<file path="src/rtl/writeback_dp.sv">
// rtl/writeback_dp.sv - writeback datapath: M/W register, load extraction, result select, mul/div merge
module writeback_dp (
    input  logic        clk_i,
    input  logic        rst_i,
    input  logic        reg_write_mem_i,
    input  logic [1:0]  result_src_mem_i,
    input  logic [2:0]  funct3_mem_i,
    input  logic [31:0] alu_result_mem_i,
    input  logic [31:0] read_data_mem_i,
    input  logic [31:0] pc_next_4_mem_i,
    input  logic [4:0]  rd_a_mem_i,
    input  logic        md_valid_i,
    input  logic [4:0]  md_rd_a_i,
    input  logic [31:0] md_result_i,
    output logic        md_ready_o,
    output logic        md_stall_o,
    output logic        reg_write_wb_o,
    output logic [4:0]  rd_a_wb_o,
    output logic [31:0] result_wb_o
);
    typedef logic [31:0] word_st;
    typedef logic [4:0]  reg_e;
    localparam reg_e REG_ZERO = 5'd0;

    logic        reg_write_q;
    logic [1:0]  result_src_q;
    logic [2:0]  funct3_q;
    word_st      alu_result_q;
    word_st      read_data_q;
    word_st      pc_next_4_q;
    reg_e        rd_a_q;

    logic        buf_v;
    reg_e        buf_rd;
    word_st      buf_data;
    logic [1:0]  wait_cnt;

    logic        pw;
    logic        collision;
    logic        accept;
    logic [7:0]  lane_byte;
    logic [15:0] lane_half;
    word_st      load_data;
    word_st      pipe_result;

    always_ff @(posedge clk_i) begin
        if (rst_i) begin
            reg_write_q  <= 1'b0;
            result_src_q <= 2'd0;
            funct3_q     <= 3'd0;
            alu_result_q <= '0;
            read_data_q  <= '0;
            pc_next_4_q  <= '0;
            rd_a_q       <= REG_ZERO;
        end else begin
            reg_write_q  <= reg_write_mem_i;
            result_src_q <= result_src_mem_i;
            funct3_q     <= funct3_mem_i;
            alu_result_q <= alu_result_mem_i;
            read_data_q  <= read_data_mem_i;
            pc_next_4_q  <= pc_next_4_mem_i;
            rd_a_q       <= rd_a_mem_i;
        end
    end

    always_comb begin
        lane_byte = read_data_q[7:0];
        case (alu_result_q[1:0])
            2'd1:    lane_byte = read_data_q[15:8];
            2'd2:    lane_byte = read_data_q[23:16];
            2'd3:    lane_byte = read_data_q[31:24];
            default: lane_byte = read_data_q[7:0];
        endcase
        lane_half = alu_result_q[1] ? read_data_q[31:16] : read_data_q[15:0];

        case (funct3_q)
            3'd0:    load_data = {{24{lane_byte[7]}}, lane_byte};
            3'd1:    load_data = {{16{lane_half[15]}}, lane_half};
            3'd4:    load_data = {24'd0, lane_byte};
            3'd5:    load_data = {16'd0, lane_half};
            default: load_data = read_data_q;
        endcase

        case (result_src_q)
            2'd1:    pipe_result = load_data;
            2'd2:    pipe_result = pc_next_4_q;
            default: pipe_result = alu_result_q;
        endcase
    end

    assign pw         = reg_write_q && (rd_a_q != REG_ZERO);
    assign collision  = pw && buf_v && (rd_a_q == buf_rd);
    assign md_ready_o = !buf_v && !rst_i;
    assign accept     = md_valid_i && md_ready_o;
    assign md_stall_o = (wait_cnt == 2'd2);

    // The pipe always owns the port; the buffer only fills otherwise-idle cycles.
    always_comb begin
        reg_write_wb_o = 1'b0;
        rd_a_wb_o      = REG_ZERO;
        result_wb_o    = '0;
        if (pw) begin
            reg_write_wb_o = 1'b1;
            rd_a_wb_o      = rd_a_q;
            result_wb_o    = pipe_result;
        end else if (buf_v) begin
            reg_write_wb_o = 1'b1;
            rd_a_wb_o      = buf_rd;
            result_wb_o    = buf_data;
        end
    end

    always_ff @(posedge clk_i) begin
        if (rst_i) begin
            buf_v    <= 1'b0;
            buf_rd   <= REG_ZERO;
            buf_data <= '0;
            wait_cnt <= 2'd0;
        end else begin
            if (buf_v) begin
                if (!pw || collision) begin
                    buf_v <= 1'b0;
                end
            end else if (accept && (md_rd_a_i != REG_ZERO)) begin
                buf_v    <= 1'b1;
                buf_rd   <= md_rd_a_i;
                buf_data <= md_result_i;
            end
            // Holds at 2 so the stall request persists until the buffer drains.
            if (buf_v && pw && !collision) begin
                if (wait_cnt != 2'd2) begin
                    wait_cnt <= wait_cnt + 2'd1;
                end
            end else begin
                wait_cnt <= 2'd0;
            end
        end
    end
endmodule

</file>
<file path="config.mk">
export PLATFORM = sky130hd
export DESIGN_NAME = writeback_dp
export DESIGN_NICKNAME = d
export VERILOG_FILES = /design/src/rtl/writeback_dp.sv
export SDC_FILE = /design/constraint.sdc
export NUM_CORES = 1
export LEC_CHECK = 0
export CORE_MARGIN = 4
export CORE_UTILIZATION = 38
export DETAILED_ROUTE_END_ITERATION = 7
export GPL_TIMING_DRIVEN = 0
export PLACE_DENSITY = 0.69
export SLEW_MARGIN = 30
export SYNTH_ARGS = -nofsm -noshare
export SYNTH_HDL_FRONTEND = slang
export SYNTH_SLANG_ARGS = --single-unit
</file>
<file path="constraint.sdc">
create_clock -name clk_i -period 2.01 [get_ports clk_i]
set_clock_uncertainty 0.1 [all_clocks]
set_input_delay 0.402 -clock clk_i [delete_from_list [all_inputs] [get_ports clk_i]]
set_output_delay 0.402 -clock clk_i [all_outputs]
set_load 0.01 [all_outputs]
</file>
==> results of run 1 <==
[metal layers]
layer / vias up / GRT usage, %
li1: 3020 / -
met5: - / 0
met3: 48 / 7.13
met1: 2887 / 28.7
met4: 0 / 8.31
met2: 291 / 39.5
[state kept, by name, summed over array words and instances (netlist names)]
| register | cells |
|---|---|
| buf_data | 32 |
| read_data_q | 32 |
| wait_cnt | 2 |
| pc_next_4_q | 32 |
| result_src_q | 2 |
| alu_result_q | 32 |
| buf_rd | 5 |
| funct3_q | 3 |
| rd_a_q | 5 |
| buf_v | 1 |
| reg_write_q | 1 |
[worst paths after layout]
path / start / to / slack, ns
max: funct3_q[0] / result_wb_o[15] / -0.79
min reg2reg: buf_data[15] / buf_data[15] / 0.36
max reg2reg: buf_v / buf_data[14] / 0.24
min: buf_data[15] / buf_data[15] / 0.36
[cells by family (layout without fill, tap and decap cells)]
family                     after synthesis  after routing
and+or+nand+nor                        283            283
AOI/OAI and AO/OA                      201            201
DFF                                    147            147
buffers and inverters                   76            341
muxes                                    7              7
xor gates and xnor gates                 6              6
adders and majority gates                3              3
[cells in the final DEF (no fill, tap or decap), drive strengths merged, types with 3 or more instances in the layout]
| cell | synthesis | final |
|---|---|---|
| nand3 | 28 | 28 |
| a221oi | 4 | 4 |
| clkbuf | 45 | 67 |
| clkinv | 0 | 3 |
| a31oi | 9 | 9 |
| a41oi | 5 | 5 |
| a21boi | 3 | 3 |
| o2111ai | 3 | 3 |
| a2111oi | 17 | 17 |
| dfxtp | 147 | 147 |
| inv | 15 | 14 |
| buf | 16 | 108 |
| clkdlybuf4s50 | 0 | 145 |
| o21ai | 67 | 67 |
| ha | 3 | 3 |
| mux2i | 5 | 5 |
| nand2b | 11 | 11 |
| nand2 | 100 | 100 |
| o21bai | 4 | 4 |
| o22ai | 5 | 5 |
| xnor2 | 5 | 5 |
| nor2 | 15 | 15 |
| a32o | 16 | 16 |
| a21oi | 41 | 41 |
| a221o | 7 | 7 |
| nor3 | 3 | 3 |
| nor3b | 10 | 10 |
| nor2b | 108 | 108 |
| a22oi | 9 | 9 |
[power breakdown]
group / total, uW / leakage [uW] / internal (uW) / switching [uW]
registers: 3160 / 0.00123 / 3060 / 100
logic: 1420 / 0.00232 / 759 / 666
clock network: 2900 / 0.000263 / 1730 / 1170
total: 7490 / 0.00380 / 5550 / 1940
[area by class of cell]
type / instances / share of cell area [%]
multi-input combinational: 500 / 35.9
sequential: 147 / 29.5
timing repair buffer: 238 / 21.5
clock buffer: 27 / 5.06
buffer: 57 / 4.55
tap: 216 / 2.67
inverter: 15 / 0.618
clock inverter: 4 / 0.222
[critical path: cells and delay by family (launching register included)]
| kind | cells | cell delay (ns) |
|---|---|---|
| buffers and inverters | 3 | 0.45 |
| and+or+nand+nor | 2 | 0.58 |
| DFF | 1 | 0.36 |
| AOI/OAI and AO/OA | 2 | 0.48 |
[cells in the mapped netlist, types with 2 or more instances]
cell type  count  area share, %
nor3_2         2           0.32
dfxtp_1      147             47
a21oi_1       41            3.2
mux2i_1        5           0.79
ha_1           3           0.59
buf_2          8           0.63
nor2b_1      108             11
a2111oi_2     10            2.4
inv_1         15           0.89
a41oi_1        5           0.69
o21ai_1       22            1.7
a31oi_1        9           0.89
a21o_1         2           0.24
a22oi_1        9            1.1
nand3_1       28            2.2
mux2_2         2           0.36
buf_4          3           0.36
clkbuf_1      45            2.7
o221ai_1       2           0.28
o2111ai_1      3           0.42
o21ai_0       45            3.6
a2111oi_0      7           0.97
o21bai_1       4           0.47
o22ai_1        5           0.49
a21boi_0       3           0.36
nand2b_1      11            1.1
xnor2_1        5           0.69
buf_6          2           0.36
buf_1          3           0.18
nor2_1        15           0.89
nand2_1      100            5.9
nor3b_1        9            1.1
a221oi_1       4           0.55
a32o_1        16            2.5
a221o_1        7            1.1
[repair_timing]
action / 4_1_cts / 5_1_grt
endpoints found under the setup margin: 53 / 69
gates resized for setup: 342 / 49
pin swaps: 37 / 31
hold endpoints to repair: 0 / 0
hold buffers: 0 / 0
gates cloned: 1 / 0
buffers inserted: 40 / 13
[stage by stage]
stage	instances	TNS, ns	hold WS, ns
2_1_floorplan	723	-0.710	0.332
3_3_place_gp	1125	-81.79	0.340
5_1_grt	1204	-24.26	0.369
3_5_place_dp	1125	-82.78	0.348
6_report	1204	-21.29	0.356
4_1_cts	1195	-20.31	0.357
==> summary.md, run 1 <==
| Metric | Value |
|---|---|
| Outcome | finished with violations |
| Violated checks | setup timing |
| Clock slew at reported path FFs | 0.06 ns |
| Ant diodes | 0 |
| Synth-to-layout area growth | 60.2% |
| Placer congestion estimate | 0.953 |
| Drt initial violations | 392 |
| Highest cell delay on the worst timing path | 0.54 ns |
| Metal-1 WL | 9.30 mm |
| # setup viols final | 38 |
| CTS Buf Count | 17 |
| Max-Cap Viols | 0 |
| CTS tree | yes |
| Tot Pwr | 7490 uW |
| DIE HEIGHT | 137 um |
| Place WS | -1.04 ns |
| Total gr overflow | 0 |
| Sequential area share after synthesis | 46.5% |
| Worst Path Arrival | 2.30 ns |
| Multi-input logic area | 3640 um^2 |
| FP Rows | 46 |
| Cells along the critical path | or4_4 -> o32ai_4 -> buf_6 -> buf_6 -> nor3_2 -> o31ai_2 -> buf_2 |
| Mux share of post-synthesis cell area | 1.15% |
| H-tree depth | 4 |
| All-Layer GR Usage | 23.6% |
| Largest net degree at the start of global routing | 17 |
| Clock sinks | 147 |
| Root Driver | clkbuf_16 |
| Period utilization | 139% |
| Rel. slew slack | 42.9% |
| Tightest Pin Transition | 0.856 ns |
| Post-Route WL | 22.8 mm |
| Register area | 2990 um^2 |
| Vias in the first global route | 6,206 |
| Post-synthesis xor/xnor area fraction | 0.831% |
| Post-Synth Simple-Gate Area | 23.5% |
| VDD IR max | 0.649 mV |
| Final Hold Viols | 0 |
| Clk Latency, worst-skew pair | 0.42 ns |
| Antenna viol nets, final | 0 |
| Post-synth EDFFs | 0 |
| Initial Utilization | 39.2% |
| CP Class | flip-flop to output port |
| Mapped Area | 6320 um^2 |
| Max Slew Vio Count | 0 |
| Core ar. | 16,100 um^2 |
| R2R cell count | 5 |
| CP dominant cell by count | buf_6 |
| PwrDens | 739 nW/um^2 |
| Vias per cell | 5.19 |
| Synth Area in Adders | 0.594% |
| Total Nets Final | 1,126 |
| First-pass GRT wire length | 33.4 mm |
| Gate Count Post-Synth | 723 |
| HPWL Detailed | 16.2 mm |
| Detailed Routing Iterations Pass 1 | 5 |
| Met3 wire length | 1.84 mm |
| Via Count | 6,246 |
| Die Wd | 137 um |
| Slowest-stage cell, CP | or4_4 |
| Share of layout cells above drive strength 1 | 25.4% |
| Max Fanout on Critical Path | 4 |
| Min cycle time layout | 2.80 ns |
| Post-Synthesis Net Count | 873 |
| Async set-reset flop share out of synthesis | 0% |
| DRC | 0 |
| Metal2 WL | 11.0 mm |
| Die area | 18,800 um^2 |
| Ys Warns | 0 |
| I/O Buffers | 186 |
| Worst setup SP type | flip-flop |
| PnR worst setup slack | -0.787 ns |
| CP endpoint kind | output port |
| Worst-case clock buffer depth | 2 |
| Critical Path RT | 1.51 ns |
| RSZ-0062 raised after global routing | true |
| Register bit total from synthesis | 147 |
| Leakage | 0.00380 uW |
| Post-route cell area | 10,100 um^2 |
| Unique cell type count in the Yosys netlist | 53 |
| Wire length per cell | 18.9 um |
| Final core utilization | 62.8% |
| Worst Hold Class | flip-flop to flip-flop |
| Antenna violations before repair | 0 |
| Synth Area in Compound Gates | 22.3% |
| Synth Area per Inst | 8.74 um^2 |
| Hold Path Depth | 2 |
| Prevailing post-synth register cell | dfxtp_1 |
| I/O Pins | 187 |
| Placed inst area | 8520 um^2 |
| Fmax | 0.357 GHz |
| Largest family of logic cells by synthesized area | simple AND/OR/NAND/NOR gates |
| Filler cells | 1,338 |
| DR top layer | met4 |
Power figures use the tool's default switching activity.
==> run 2: changes to the inputs <==
MAX_ROUTING_LAYER = met4   (was default)
==> summary.md, run 2 (synthesis results as in run 1) <==
| Metric | Value |
|---|---|
| Outcome | finished with violations |
| Violated checks | setup timing |
| Register area | 2980 um^2 |
| Die area | 18,800 um^2 |
| Hold Path Depth | 2 |
| Detailed Routing Iterations Pass 1 | 5 |
| Post-Route WL | 23.6 mm |
| Worst Path Arrival | 2.27 ns |
| Post-route cell area | 10,300 um^2 |
| Core ar. | 16,100 um^2 |
| HP Start | buf_data[8] |
| Rel. slew slack | 42.3% |
| Max Fanout on Critical Path | 5 |
| Commonest non-fill, non-tap cells in the layout | clkdlybuf4s50_1, dfxtp_1, nor2b_1 |
| R2R cell count | 5 |
| Worst Hold Class | flip-flop to flip-flop |
| Most common cell after layout, fill and taps aside | clkdlybuf4s50_1 |
| Clock slew at reported path FFs | 0.06 ns |
| All-Layer GR Usage | 24.5% |
| CP endpoint kind | output port |
| Wire length per cell | 19.4 um |
| Largest net degree at the start of global routing | 17 |
| Clock sinks | 147 |
| WHS Endpoint | buf_data[8] |
| Die Wd | 137 um |
| Ant diodes | 0 |
| Share of layout cells above drive strength 1 | 26.4% |
| Fmax | 0.361 GHz |
| Reg2Reg Capture Point | buf_data[11] |
| Worst setup SP type | flip-flop |
| # setup viols final | 38 |
| First-pass GRT wire length | 33.5 mm |
| PnR worst setup slack | -0.759 ns |
| R2R Path Start | buf_v |
| Critical Path RT | 1.51 ns |
| I/O Buffers | 186 |
| Max-Cap Viols | 0 |
| Synth-to-layout area growth | 63.2% |
| Filler cells | 1,321 |
| Hold-fix buffers, CTS | 0 |
| Flop2flop setup slack | 0.17 ns |
| Root Driver | clkbuf_16 |
| Min cycle time layout | 2.77 ns |
| VDD IR max | 0.652 mV |
| Total Nets Final | 1,138 |
| CTS tree | yes |
| Setup TNS | -22.69 ns |
| RSZ-0062 raised after global routing | true |
| I/O Pins | 187 |
| Vias per cell | 5.24 |
| Placed inst area | 8520 um^2 |
| CP Class | flip-flop to output port |
| Tightest Pin Transition | 0.865 ns |
| Max Slew Vio Count | 0 |
| H-tree depth | 4 |
| FP Rows | 46 |
| Antenna violations before repair | 0 |
| Period utilization | 138% |
| Total gr overflow | 0 |
| Placer congestion estimate | 0.958 |
| DRC | 0 |
| Via Count | 6,371 |
| Initial Utilization | 39.2% |
| CTS Buf Count | 17 |
| Multi-input logic area | 3640 um^2 |
| Worst-case clock buffer depth | 2 |
| Clk Latency, worst-skew pair | 0.42 ns |
| HPWL Detailed | 16.3 mm |
| Antenna viol nets, final | 0 |
| Vias in the first global route | 6,181 |
| Leakage | 0.00389 uW |
| Final Hold Viols | 0 |
| Drt initial violations | 490 |
| PwrDens | 751 nW/um^2 |
| DIE HEIGHT | 137 um |
run 2: worst max path at each step:
stage,start,endpoint,slack (ns),depth (start not counted)
after floorplan,funct3_q[0],result_wb_o[15],-0.07,6
after global placement,rd_a_q[3],result_wb_o[15],-0.99,7
after detailed placement,rd_a_q[3],result_wb_o[15],-1.01,7
after CTS,funct3_q[2],result_wb_o[15],-0.80,7
after global routing,alu_result_q[0],result_wb_o[28],-0.84,7
final,alu_result_q[0],result_wb_o[28],-0.76,7
run 2: cell type report:
class | instances | area share [%]
Buffer | 58 | 4.88
Clock buffer | 22 | 4.50
Clock inverter | 10 | 1.04
Inverter | 15 | 0.582
Multi-Input combinational cell | 500 | 35.3
Sequential cell | 147 | 28.9
Tap cell | 216 | 2.62
Timing Repair Buffer | 249 | 22.2
run 2: power by group:
group | switching (uW) | internal (uW) | leakage (uW)
clock network | 1220 | 1880 | 0.000276
logic | 683 | 791 | 0.00239
registers | 106 | 3070 | 0.00122
run 2: repair_timing:
| item | 4_1_cts | 5_1_grt |
|---|---|---|
| pin swaps | 31 | 41 |
| endpoints found under the setup margin | 65 | 69 |
| buffers inserted | 36 | 24 |
| gates resized for setup | 333 | 62 |
| gates cloned | 1 | 2 |
run 2: layer usage:
metal / global-route usage [%] / wire length [um] / share of wire [%]
met1: 29.4 / 9480 / 40
met2: 41.2 / 11600 / 49
met5: - / 0 / 0
met3: 5.29 / 1930 / 8.2
met4: 7.65 / 592 / 2.5
run 2: per-stage QoR:
step / cells / hold WS [ns] / total power, uW / util, % / setup WS [ns]
after floorplan: 723 / 0.332 / 3740 / - / -0.0681
after global routing: 1217 / 0.374 / 7990 / 64.0 / -0.838
after CTS: 1191 / 0.357 / 7610 / 61.6 / -0.802
final: 1217 / 0.357 / 7750 / 64.0 / -0.759
after global placement: 1125 / 0.340 / 4320 / 52.8 / -0.988
after detailed placement: 1125 / 0.345 / 4330 / 52.8 / -1.01
run 2: critical path: stages (launching register included):
cell       delay (ns)
dfxtp_4          0.41
mux2i_4          0.30
o32ai_4          0.16
buf_6            0.15
buf_4            0.16
a2111oi_2        0.39
o21ai_1          0.12
buf_2            0.15
==> run 3: changes to the inputs <==
GPL_ROUTABILITY_DRIVEN = 0   (was default)
SETUP_SLACK_MARGIN = 0.02   (was default)
==> summary.md, run 3 (synthesis results as in run 1) <==
| Metric | Value |
|---|---|
| Outcome | finished with violations |
| Violated checks | setup timing |
| Total Nets Final | 1,132 |
| Vias per cell | 5.31 |
| Synth-to-layout area growth | 62.7% |
| CP dominant cell by count | buf_6 |
| Wire length per cell | 19.9 um |
| Via Count | 6,430 |
| VDD IR max | 0.643 mV |
| Period utilization | 141% |
| Worst-case clock buffer depth | 2 |
| Tightest Pin Transition | 0.623 ns |
| Leakage | 0.00388 uW |
| Largest net degree at the start of global routing | 17 |
| CTS Buf Count | 17 |
| Hold-fix buffers, CTS | 0 |
| I/O Buffers | 186 |
| Highest cell delay on the worst timing path | 0.54 ns |
| PwrDens | 756 nW/um^2 |
| Share of layout cells above drive strength 1 | 26.0% |
| HPWL Detailed | 16.0 mm |
| CP Class | flip-flop to output port |
| Die area | 18,800 um^2 |
| Fmax | 0.354 GHz |
| Most common cell after layout, fill and taps aside | clkdlybuf4s50_1 |
| Worst Path Arrival | 2.32 ns |
| Detailed Routing Iterations Pass 1 | 5 |
| DRC | 0 |
| Initial Utilization | 39.2% |
| Antenna viol nets, final | 0 |
| All-Layer GR Usage | 25.9% |
| I/O Pins | 187 |
| Antenna violations before repair | 0 |
| Critical Path RT | 1.51 ns |
| Worst setup SP type | flip-flop |
| Drt initial violations | 382 |
| Ant diodes | 0 |
| Root Driver | clkbuf_16 |
| Clock slew at reported path FFs | 0.06 ns |
| Core ar. | 16,100 um^2 |
| FP Rows | 46 |
| First-pass GRT wire length | 35.4 mm |
| Rel. slew slack | 58.5% |
| Place WS | -1.08 ns |
| Final Hold Viols | 0 |
| CP endpoint kind | output port |
| Total gr overflow | 0 |
| Filler cells | 1,300 |
| PnR worst setup slack | -0.817 ns |
| Slowest-stage cell, CP | or4_4 |
| CP Buf/Inv Count | 3 |
| Max-Cap Viols | 0 |
| Max Slew Vio Count | 0 |
| RSZ-0062 raised after global routing | true |
| Cells along the critical path | or4_4 -> o32ai_4 -> buf_6 -> buf_6 -> nor3_4 -> o31ai_2 -> buf_2 |
| Setup TNS | -22.20 ns |
| Die Wd | 137 um |
| Min Hold Slack | 0.357 ns |
| Clk Latency, worst-skew pair | 0.43 ns |
| Min cycle time layout | 2.83 ns |
| # setup viols final | 38 |
| Crit-path leading delay family | simple AND/OR/NAND/NOR gates |
| CTS tree | yes |
| Post-Route WL | 24.2 mm |
| Commonest non-fill, non-tap cells in the layout | clkdlybuf4s50_1, dfxtp_1, nor2b_1 |
| H-tree depth | 4 |
| Vias in the first global route | 6,452 |
| DIE HEIGHT | 137 um |
| Clock sinks | 147 |
| Max Fanout on Critical Path | 5 |
| Worst Hold Class | flip-flop to flip-flop |
==> run 3: cell count changes in the layout (fill, tap and decap cells not counted), sizes merged <==
cell	change
buf	-4
clkdlybuf4s15	+1
clkinv	-2
bufinv	-1
==> run 3: worst paths after layout <==
kind	end	cells past startpoint	slack, ns	from
setup / recovery	result_wb_o[15]	7	-0.82	funct3_q[0]
hold / removal	buf_data[6]	2	0.36	buf_data[6]
setup reg to reg	buf_data[15]	5	0.24	buf_v
hold reg to reg	buf_data[6]	2	0.36	buf_data[6]
==> run 3: metal layers <==
metal | wire [um] | track usage (%)
met1 | 9910 | 31.4
met2 | 11400 | 41.6
met3 | 1830 | 5.63
met4 | 1010 | 10.8
met5 | 0 | -
==> run 3: worst min-delay path: cells and delay by family, from the launching register on <==
family,cells,cell delay (ns)
simple gates,1,0.05
flops,1,0.31
compound gates,1,0.05
==> run 3: layout make-up <==
cell class	count	area (um^2)	share of cell area (%)
Multi-Input combinational cell	500	3650	35.5
Sequential cell	147	2980	29.0
Timing Repair Buffer	244	2260	22.0
Clock buffer	25	515	5.01
Buffer	57	479	4.66
Tap cell	216	270	2.63
Clock inverter	7	71.3	0.693
Inverter	15	62.6	0.608
==> run 3: timing repair <==
action / 4_1_cts / 5_1_grt
pin swaps: 51 / 25
buffers inserted: 41 / 17
endpoints found under the setup margin: 75 / 67
resized for setup: 342 / 50
gates cloned: 3 / 0
==> run 3: power by group <==
part           switching (uW)  internal (uW)
Clock                    1230           1900
Combinational             696            791
Sequential                106           3060
==> run 3: through the flow <==
stage | power (uW) | cell area [um^2] | util, % | instances
2_1_floorplan | 3740 | 6390 | - | 723
3_3_place_gp | 4330 | 8520 | 52.9 | 1125
4_1_cts | 7670 | 10100 | 62.5 | 1198
5_1_grt | 8030 | 10300 | 63.8 | 1211
3_5_place_dp | 4330 | 8520 | 52.9 | 1125
6_report | 7780 | 10300 | 63.8 | 1211
